==> src/rtl/pc_ir_datapath.sv <==
// ---------------------------------------------------------------------------
// pc_ir_datapath
//   Register datapath for a multicycle MIPS-style core: program counter,
//   instruction register, memory data register, ALU output register and the
//   two register-file operand latches, plus the memory address/write-data
//   muxing and the instruction field decode.
//
// Ports
//   Clk_i           clock, all state updates on the rising edge
//   Reset_i         synchronous active-high reset, clears every register
//   PCWrite_i       unconditional PC write enable
//   isBranch_i      conditional PC write enable, qualified by Zero_i
//   IRWrite_i       instruction register load enable
//   lorD_i          memory address select (0: PC, 1: ALUOut)
//   PCSource_i      next-PC select (00 ALUResult, 01 ALUOut, 10 jump, 11 hold)
//   Zero_i          ALU zero flag
//   ALUResult_i     combinational ALU result
//   MemRdata_i      memory read data
//   RegA_in_i       register-file read port A
//   RegB_in_i       register-file read port B
//   PC_o            program counter
//   MemAddr_o       memory address
//   MemWdata_o      memory write data (the B latch)
//   IR_o            instruction register
//   Op_o, funct_o, rs_o, rt_o, rd_o, imm_o   instruction fields of IR_o
//   MDR_o, ALUOut_o, A_o, B_o                datapath registers
// ---------------------------------------------------------------------------
module pc_ir_datapath (
   input  logic        Clk_i,
   input  logic        Reset_i,
   input  logic        PCWrite_i,
   input  logic        isBranch_i,
   input  logic        IRWrite_i,
   input  logic        lorD_i,
   input  logic [1:0]  PCSource_i,
   input  logic        Zero_i,
   input  logic [31:0] ALUResult_i,
   input  logic [31:0] MemRdata_i,
   input  logic [31:0] RegA_in_i,
   input  logic [31:0] RegB_in_i,
   output logic [31:0] PC_o,
   output logic [31:0] MemAddr_o,
   output logic [31:0] MemWdata_o,
   output logic [31:0] IR_o,
   output logic [5:0]  Op_o,
   output logic [5:0]  funct_o,
   output logic [4:0]  rs_o,
   output logic [4:0]  rt_o,
   output logic [4:0]  rd_o,
   output logic [15:0] imm_o,
   output logic [31:0] MDR_o,
   output logic [31:0] ALUOut_o,
   output logic [31:0] A_o,
   output logic [31:0] B_o
);

   logic [31:0] pc_q,      pc_d;
   logic [31:0] ir_q,      ir_d;
   logic [31:0] mdr_q;
   logic [31:0] alu_out_q;
   logic [31:0] a_q;
   logic [31:0] b_q;
   logic        pc_en;

   // A branch only writes the PC when the ALU reports equality; PCWrite
   // overrides that qualification.
   assign pc_en = PCWrite_i | (isBranch_i & Zero_i);

   always_comb begin
      pc_d = pc_q;
      if (pc_en) begin
         case (PCSource_i)
            2'b00:   pc_d = ALUResult_i;
            2'b01:   pc_d = alu_out_q;
            // Jump target keeps the current PC's 256 MB region.
            2'b10:   pc_d = {pc_q[31:28], ir_q[25:0], 2'b00};
            default: pc_d = pc_q;   // reserved encoding: hold
         endcase
      end
   end

   always_comb begin
      ir_d = ir_q;
      if (IRWrite_i) begin
         ir_d = MemRdata_i;
      end
   end

   always_ff @(posedge Clk_i) begin
      if (Reset_i) begin
         pc_q      <= 32'h0000_0000;
         ir_q      <= 32'h0000_0000;
         mdr_q     <= 32'h0000_0000;
         alu_out_q <= 32'h0000_0000;
         a_q       <= 32'h0000_0000;
         b_q       <= 32'h0000_0000;
      end else begin
         pc_q      <= pc_d;
         ir_q      <= ir_d;
         // These latches are free-running: they capture every cycle so the
         // next control step always sees the previous step's values.
         mdr_q     <= MemRdata_i;
         alu_out_q <= ALUResult_i;
         a_q       <= RegA_in_i;
         b_q       <= RegB_in_i;
      end
   end

   assign MemAddr_o  = lorD_i ? alu_out_q : pc_q;
   assign MemWdata_o = b_q;

   assign PC_o     = pc_q;
   assign IR_o     = ir_q;
   assign MDR_o    = mdr_q;
   assign ALUOut_o = alu_out_q;
   assign A_o      = a_q;
   assign B_o      = b_q;

   // Fields are decoded from the registered instruction, never from the
   // memory bus, so they stay stable while memory is reused for data.
   assign Op_o    = ir_q[31:26];
   assign rs_o    = ir_q[25:21];
   assign rt_o    = ir_q[20:16];
   assign rd_o    = ir_q[15:11];
   assign imm_o   = ir_q[15:0];
   assign funct_o = ir_q[5:0];

endmodule

==> config.mk <==
export PLATFORM = sky130hd
export DESIGN_NAME = pc_ir_datapath
export DESIGN_NICKNAME = d
export VERILOG_FILES = /design/src/rtl/pc_ir_datapath.sv
export SDC_FILE = /design/constraint.sdc
export NUM_CORES = 1
export LEC_CHECK = 0
export CAP_MARGIN = 40
export CORE_AREA = 2 2 168 170
export DETAILED_ROUTE_END_ITERATION = 6
export DIE_AREA = 0 0 170 172
export PLACE_DENSITY = 0.67
export SLEW_MARGIN = 0
export SYNTH_ARGS = -nofsm -noshare
export SYNTH_HDL_FRONTEND = slang
export SYNTH_SLANG_ARGS = --single-unit
==> constraint.sdc <==
create_clock -name Clk_i -period 2.4 [get_ports Clk_i]
set_input_delay 0.24 -clock Clk_i [delete_from_list [all_inputs] [get_ports Clk_i]]
set_output_delay 0.24 -clock Clk_i [all_outputs]
set_load 0.03 [all_outputs]
==> results of run 1 <==
## registers in the layout, summed over array words and instances (netlist names)
name,cells
MDR_o,32
ALUOut_o,32
B_o,32
IR_o,32
PC_o,32
A_o,32
## synthesized netlist by cell type (2+ instances only)
library cell    n
buf_1           2
a21oi_1        32
buf_2          25
and3_1          6
mux2_1          2
clkbuf_1       14
a2111oi_0       6
nor3_1          6
nor2_1         58
buf_6           2
inv_1           3
buf_4          76
mux2_2         30
ha_1            4
dfxtp_1       192
mux2i_1        32
a22oi_1        26
a22o_2         26
nor2b_1       128
## layer usage
metal | vias up | routed length, um
met5 | - | 0
met4 | 0 | 378
met3 | 20 | 1440
met2 | 202 | 12200
met1 | 2811 | 10600
li1 | 2886 | -
## report_power, final
group / switching (W) / internal (W) / leakage (nW)
clock network: 0.00142 / 0.00139 / 0.283
logic: 0.00106 / 0.000921 / 2.72
registers: 0.000147 / 0.00338 / 1.59
## layout by cell type, fill, tap and decap left out, types with 3 or more instances in the layout
cell type	synthesis	final
buf_4	76	9
nor3_1	6	6
a22oi_1	26	26
clkbuf_16	0	17
clkinv_4	0	4
a2111oi_0	6	6
dfxtp_1	192	192
inv_8	0	4
inv_6	0	3
inv_1	3	3
a22o_2	26	26
mux2_2	30	30
buf_12	0	5
nor2_1	58	58
and3_1	6	6
clkdlybuf4s50_1	0	432
mux2i_1	32	32
ha_2	0	3
a21oi_1	32	32
nor2b_1	128	128
## cell type report
cell class	count	area (um^2)	area share, %
clock buffer	18	429	3.60
sequential	192	3840	32.2
inverter	4	15.0	0.126
multi-input combinational	362	2570	21.5
tap	346	433	3.63
timing repair buffer	448	4500	37.7
antenna	1	2.50	0.0210
clock inverter	14	144	1.21
## worst max-delay path: cells and delay by family, from the launching register on
kind                   cells  cell delay, ns
DFF                        1            0.47
buffers and inverters      1            0.66
muxes                      1            0.20
## path summary, 6_finish.rpt
path             endpoint        start  slack (ns)
max          MemAddr_o[1]  ALUOut_o[1]        0.41
min           ALUOut_o[0]      Reset_i        0.22
max reg2reg       PC_o[0]  ALUOut_o[0]        1.29
min reg2reg      PC_o[25]     PC_o[25]        0.51
## through the flow
stage / area, um^2 / utilization [%] / instances
after floorplan: 7200 / - / 677
after global placement: 11400 / 41.3 / 1352
after detailed placement: 11400 / 41.3 / 1352
after CTS: 11900 / 43.4 / 1384
after global routing: 11900 / 43.4 / 1384
final: 11900 / 43.4 / 1385
## logic make-up (layout without fill, tap and decap cells)
family | Yosys count | count (layout) | synth area share (%)
other | 0 | 1 | 0
AO/OA/AOI/OAI | 95 | 95 | 10.1
flip-flops | 192 | 192 | 53.4
AND/OR/NAND/NOR | 199 | 199 | 15.3
buffers and inverters | 123 | 484 | 11.0
adder cells (fa/ha/maj) | 4 | 4 | 0.696
multiplexers | 64 | 64 | 9.46
==> results by group, run 1 <==
Run status
  • Status: complete, no violations

Route
  • DR pass1 iterations: 4
  • DRC errors left: 0
  • Routed wire length: 24.6 mm
  • Routed len/inst: 17.8 um
  • Drt via density: 4.27
  • Initial drt markers: 310
  • Via count: 5,919
  • Routed Antenna Nets: 0

Power
  • LEAKAGE: 4.60 nW
  • Total power: 0.00832 W
  • VDD IR-drop max: 0.000340 V
  • Pwr Density: 697 nW/um^2

GRT
  • Busiest layer in global routing: met2
  • M1 GR Usage: 20.7%
  • Initial antenna violation count: 0
  • Gr usage total: 16.0%
  • GR Util met2: 26.7%
  • Pin count of the biggest net entering global routing: 103
  • First-pass GRT wire length: 35.3 mm
  • Grt ovf: 0
  • Met3 usage: 3.94%
  • Vias in the first global route: 5,670

Clocking
  • Clock Latency Late Sink: 0.43 ns
  • # Post-CTS Setup Buffers: 0
  • Clk slew on worst S/H paths: 0.08 ns
  • Inserted Clock Buffers: 17
  • Cell chosen for the clock root: clkbuf_16
  • CTS tree: yes
  • Clk sink count: 192
  • # H-tree levels: 4
  • CTS resizes: 0
  • Hold_buf cts: 0
  • CTS Buffer Depth: 2

Timing
  • Hold_ws: 0.222 ns
  • Max-slew violations: 0
  • Crit share post-route: 83.1%
  • Tmin final: 1.99 ns
  • Worst slew pin tran: 0.641 ns
  • Max frequency: 502 MHz
  • Fin Setup TNS: 0 ns
  • Slew headroom: 57.3%
  • Setup ws final: 0.406 ns
  • Setup-failing EPs final: 0
  • Clock Skews: 0.0129 ns
  • Hold Vio Cnt, Final: 0
  • RSZ-0062 raised after global routing: false

Die
  • Row cnt: 61
  • IO Pins: 436
  • Die W: 170 um
  • Initial Util: 26.2%
  • Die Y: 172 um
  • Core area: 27,500 um^2
  • Total die area: 29,200 um^2

Place
  • PortBufs: 435
  • Routability congestion estimate from global placement: 0.757
  • Setup WS pre-CTS: 0.194 ns
  • HPWL after DPL: 18.3 mm

Setup path
  • Slowest cell on crit path: clkdlybuf4s50_1
  • Kind of end point of the critical path: output port
  • CP Launch Type: register
  • R2R depth: 3
  • Crit path max fanout: 3
  • Largest stage delay, worst path: 0.66 ns
  • Worst path cell trace: mux2_2 -> clkdlybuf4s50_1
  • CP Data Arrival Time: 1.75 ns
  • CP Class: register to output port
  • Crit path required time: 2.16 ns

Synth
  • YS warnings: 0
  • Ys async rst share: 0%
  • Syn nets: 818
  • Syn Area/Cell: 10.6 um^2
  • Area leader, netlist: dfxtp_1
  • Synth top area share: 53.4%
  • EDFF count, synth: 0
  • Main flop type after synthesis: dfxtp_1
  • Area contributors post-synth: dfxtp_1 53%, nor2b_1 11%, buf_4 7.9%, mux2_2 4.7%, mux2i_1 4.5%
  • Flops & latches, synth: 192
  • Library cells used by synthesis: 26
  • Synth Instances: 677
  • Synth Cell Area: 7200 um^2
  • Register area share after synthesis: 53.4%

Finish
  • P&R area growth vs syn: 65.9%
  • Nets: 1,166
  • Share of layout cells above drive strength 1: 10.8%
  • Fill count: 2,624

Worst hold path
  • Hold Path Class: input pin to register
  • Hold depth: 2

Job
  • Max-cap check violation count: 0
Note: power is estimated with default switching activity, not from simulation.
==> run 2, diff against run 1 <==
--- a/config.mk
+++ b/config.mk
@@ -6,10 +6,10 @@
 export NUM_CORES = 1
 export LEC_CHECK = 0
 export CAP_MARGIN = 40
-export CORE_AREA = 2 2 168 170
+export CORE_AREA = 2 2 170 172
 export DETAILED_ROUTE_END_ITERATION = 6
-export DIE_AREA = 0 0 170 172
-export PLACE_DENSITY = 0.67
+export DIE_AREA = 0 0 172 174
+export PLACE_DENSITY = 0.66
 export SLEW_MARGIN = 0
 export SYNTH_ARGS = -nofsm -noshare
 export SYNTH_HDL_FRONTEND = slang
==> constraint.sdc (replaced) <==
create_clock -name Clk_i -period 1.85 [get_ports Clk_i]
set_input_delay 0.185 -clock Clk_i [delete_from_list [all_inputs] [get_ports Clk_i]]
set_output_delay 0.185 -clock Clk_i [all_outputs]
set_load 0.03 [all_outputs]
==> run 2 against run 1 <==
Against the previous run: clock skew hardly changed; via count is 0.76% higher; global-route usage is 0.22 points higher; cell count is 3.8% higher; power is 30% higher; combinational power is 29% higher; critical path depth is 1 lower; sequential share of layout area is 0.49 points lower; sequential power is 30% higher; clock-buffer cell count stayed put; final area is 1.5% higher; register-to-register slack worse by 0.61 ns.
==> results by group, run 2 (same netlist as run 1, synthesis figures left out) <==
Place
  • Setup WS pre-CTS: -0.230 ns (-0.424 ns)
  • HPWL after DPL: 19.4 mm (+6.4%)
  • PortBufs: 435 (unchanged)
  • Routability congestion estimate from global placement: 0.764 (+0.87%)
  • DP Cell Count: 1,403 (+3.8%)

Die
  • Initial Util: 25.5% (-0.71 points)
  • Die W: 172 um (+1.2%)
  • Die Y: 174 um (+1.2%)
  • IO Pins: 436 (unchanged)
  • Row cnt: 62 (+1.6%)
  • Core area: 28,200 um^2 (+2.8%)
  • Total die area: 29,900 um^2 (+2.4%)

Route
  • Drt via density: 4.15 (-3.0%)
  • DR pass1 iterations: 4 (unchanged)
  • Routed Antenna Nets: 0 (unchanged)
  • Initial drt markers: 263 (-15%)
  • Via count: 5,964 (+0.76%)
  • Routed len/inst: 17.5 um (-1.4%)
  • Routed wire length: 25.2 mm (+2.3%)
  • DRC errors left: 0 (unchanged)

Clocking
  • Inserted Clock Buffers: 17 (unchanged)
  • CTS Buffer Depth: 2 (unchanged)
  • Clk slew on worst S/H paths: 0.07 ns (about the same)
  • Clock Latency Late Sink: 0.43 ns (about the same)
  • CTS tree: yes
  • Clk sink count: 192 (unchanged)
  • # H-tree levels: 4 (unchanged)
  • Cell chosen for the clock root: clkbuf_16
  • Hold_buf cts: 0 (unchanged)

Setup path
  • R2R depth: 4 (+1)
  • Worst path cell trace: clkdlybuf4s50_1
  • Crit path required time: 1.66 ns (-0.50 ns)
  • Levels on crit path: 1 (-1)
  • Kind of end point of the critical path: output port
  • Cell family with most CP delay: buffers and inverters
  • Crit path max fanout: 3 (unchanged)
  • RR Endpoint: PC_o[1]
  • Worst path buffer plus inverter count: 1 (unchanged)
  • CP Class: register to output port
  • Origin of the critical flop-to-flop path: ALUOut_o[1]
  • FF-to-FF setup slack: 0.68 ns (-0.61 ns)
  • Slowest cell on crit path: clkdlybuf4s50_1
  • CP Launch Type: register
  • CP Data Arrival Time: 1.59 ns (-0.16 ns)
  • Largest stage delay, worst path: 0.73 ns (+0.07 ns)

GRT
  • First-pass GRT wire length: 36.3 mm (+2.8%)
  • Gr usage total: 16.2% (+0.22 points)
  • Vias in the first global route: 5,820 (+2.6%)
  • Initial antenna violation count: 3 (+3)
  • Grt ovf: 0 (unchanged)
  • Pin count of the biggest net entering global routing: 73 (-29%)

Power
  • Total power: 0.0108 W (+30%)
  • Sw frac: 31.7% (+0.054 points)
  • Clk pwr share: 34.2% (+0.4 points)
  • Flop pwr share: 42.2% (-0.2 points)
  • VDD IR-drop max: 0.000448 V (+32%)
  • LEAKAGE: 5.10 nW (+11%)
  • Gate power share: 23.6% (-0.2 points)
  • NetSw: 0.00343 W (+30%)
  • Pwr Density: 894 nW/um^2 (+28%)
  • Power Internal: 0.00740 W (+30%)

Finish
  • Nets: 1,180 (+1.2%)
  • Share of layout cells above drive strength 1: 12.2% (+1.4 points)
  • Finished Core Util: 42.9% (-0.52 points)
  • Fill count: 2,793 (+6.4%)
  • Most common cell after layout, fill and taps aside: clkdlybuf4s50_1
  • Reg area: 3840 um^2 (unchanged)
  • Most frequent cells in the layout: 384 x clkdlybuf4s50_1, 192 x dfxtp_1, 128 x nor2b_1, 58 x nor2_1
  • Multi-input combinational cell area: 2570 um^2 (unchanged)
  • P&R area growth vs syn: 68.4%
  • Post-Layout Cell Count: 1,438 (+3.8%)

Timing
  • Hold Vio Cnt, Final: 0 (unchanged)
  • Fin Setup TNS: 0 ns (unchanged)
  • Crit share post-route: 95.8%
  • Setup ws final: 0.0785 ns (-0.328 ns)
  • Max frequency: 564 MHz
  • Slew headroom: 48.2% (-9.0 points)
  • RSZ-0062 raised after global routing: false
  • Worst slew pin tran: 0.776 ns (+0.135 ns)
  • Clock Skews: 0.0124 ns (-0.000471 ns)
  • Tmin final: 1.77 ns
  • Setup-failing EPs final: 0 (unchanged)
  • Max-slew violations: 0 (unchanged)

Worst hold path
  • Worst hold start: Reset_i
  • Worst Hold End: PC_o[16]
  • Hold depth: 3 (+1)
  • Hold Path Class: input pin to register

Run status
  • Status: complete, no violations

Job
  • Max-cap check violation count: 0 (unchanged)
run 2: cell types whose count changed in the layout (fill, tap and decap cells not counted):
cell / before / now
dlygate4sd2_1: 0 / 25
diode_2: 1 / 2
buf_12: 5 / 3
buf_4: 9 / 25
clkinv_8: 2 / 3
inv_8: 4 / 2
clkinvlp_4: 0 / 1
buf_16: 0 / 1
clkinv_4: 4 / 0
inv_6: 3 / 7
clkbuf_1: 1 / 0
clkbuf_8: 0 / 1
dlymetal6s2s_1: 0 / 22
clkdlybuf4s50_1: 432 / 384
run 2: power by group through the flow:
| stage | sequential [W] | clock, W | combinational, W |
|---|---|---|---|
| floorplan | 0.00510 | 0 | 0.000973 |
| global placement | 0.00467 | 0 | 0.00258 |
| detailed placement | 0.00467 | 0 | 0.00261 |
| CTS | 0.00458 | 0.00383 | 0.00258 |
| global route | 0.00461 | 0.00399 | 0.00269 |
| finish | 0.00457 | 0.00370 | 0.00256 |
run 2: routing by layer:
metal,GRT usage [%],part of all wire [%]
met1,20.8,44
met2,27.5,49
met5,0,0.052
met3,3.96,5.8
met4,3.64,1.1
run 2: area by class of cell:
cell class | instances | area share, %
Antenna cell | 2 | 0.0413
Inverter | 4 | 0.124
Sequential cell | 192 | 31.7
Tap cell | 384 | 3.96
Clock inverter | 14 | 1.20
Timing Repair Buffer | 462 | 38.2
Multi-Input combinational cell | 362 | 21.2
Clock buffer | 18 | 3.62
run 2: worst max-delay path by stage:
stage / startpoint / end
3_5_place_dp: PCSource_i[1] / PC_o[4]
3_3_place_gp: PCSource_i[1] / PC_o[15]
4_1_cts: ALUOut_o[15] / MemAddr_o[15]
2_1_floorplan: PCSource_i[0] / PC_o[0]
5_1_grt: IR_o[3] / funct_o[3]
6_report: ALUOut_o[30] / ALUOut_o[30]
run 2: repair_timing:
item	CTS	global route
endpoints found under the hold margin	0	0
setup buffers	0	0
pin swaps	0	0
setup endpoints to repair	26	23
gates resized for setup	25	22
run 2: stage by stage:
stage / area (um^2) / hold WS, ns
final: 12100 / 0.268
after global routing: 12100 / 0.249
after CTS: 12000 / 0.273
after detailed placement: 11500 / 0.501
after global placement: 11500 / 0.499
after floorplan: 7200 / 0.313
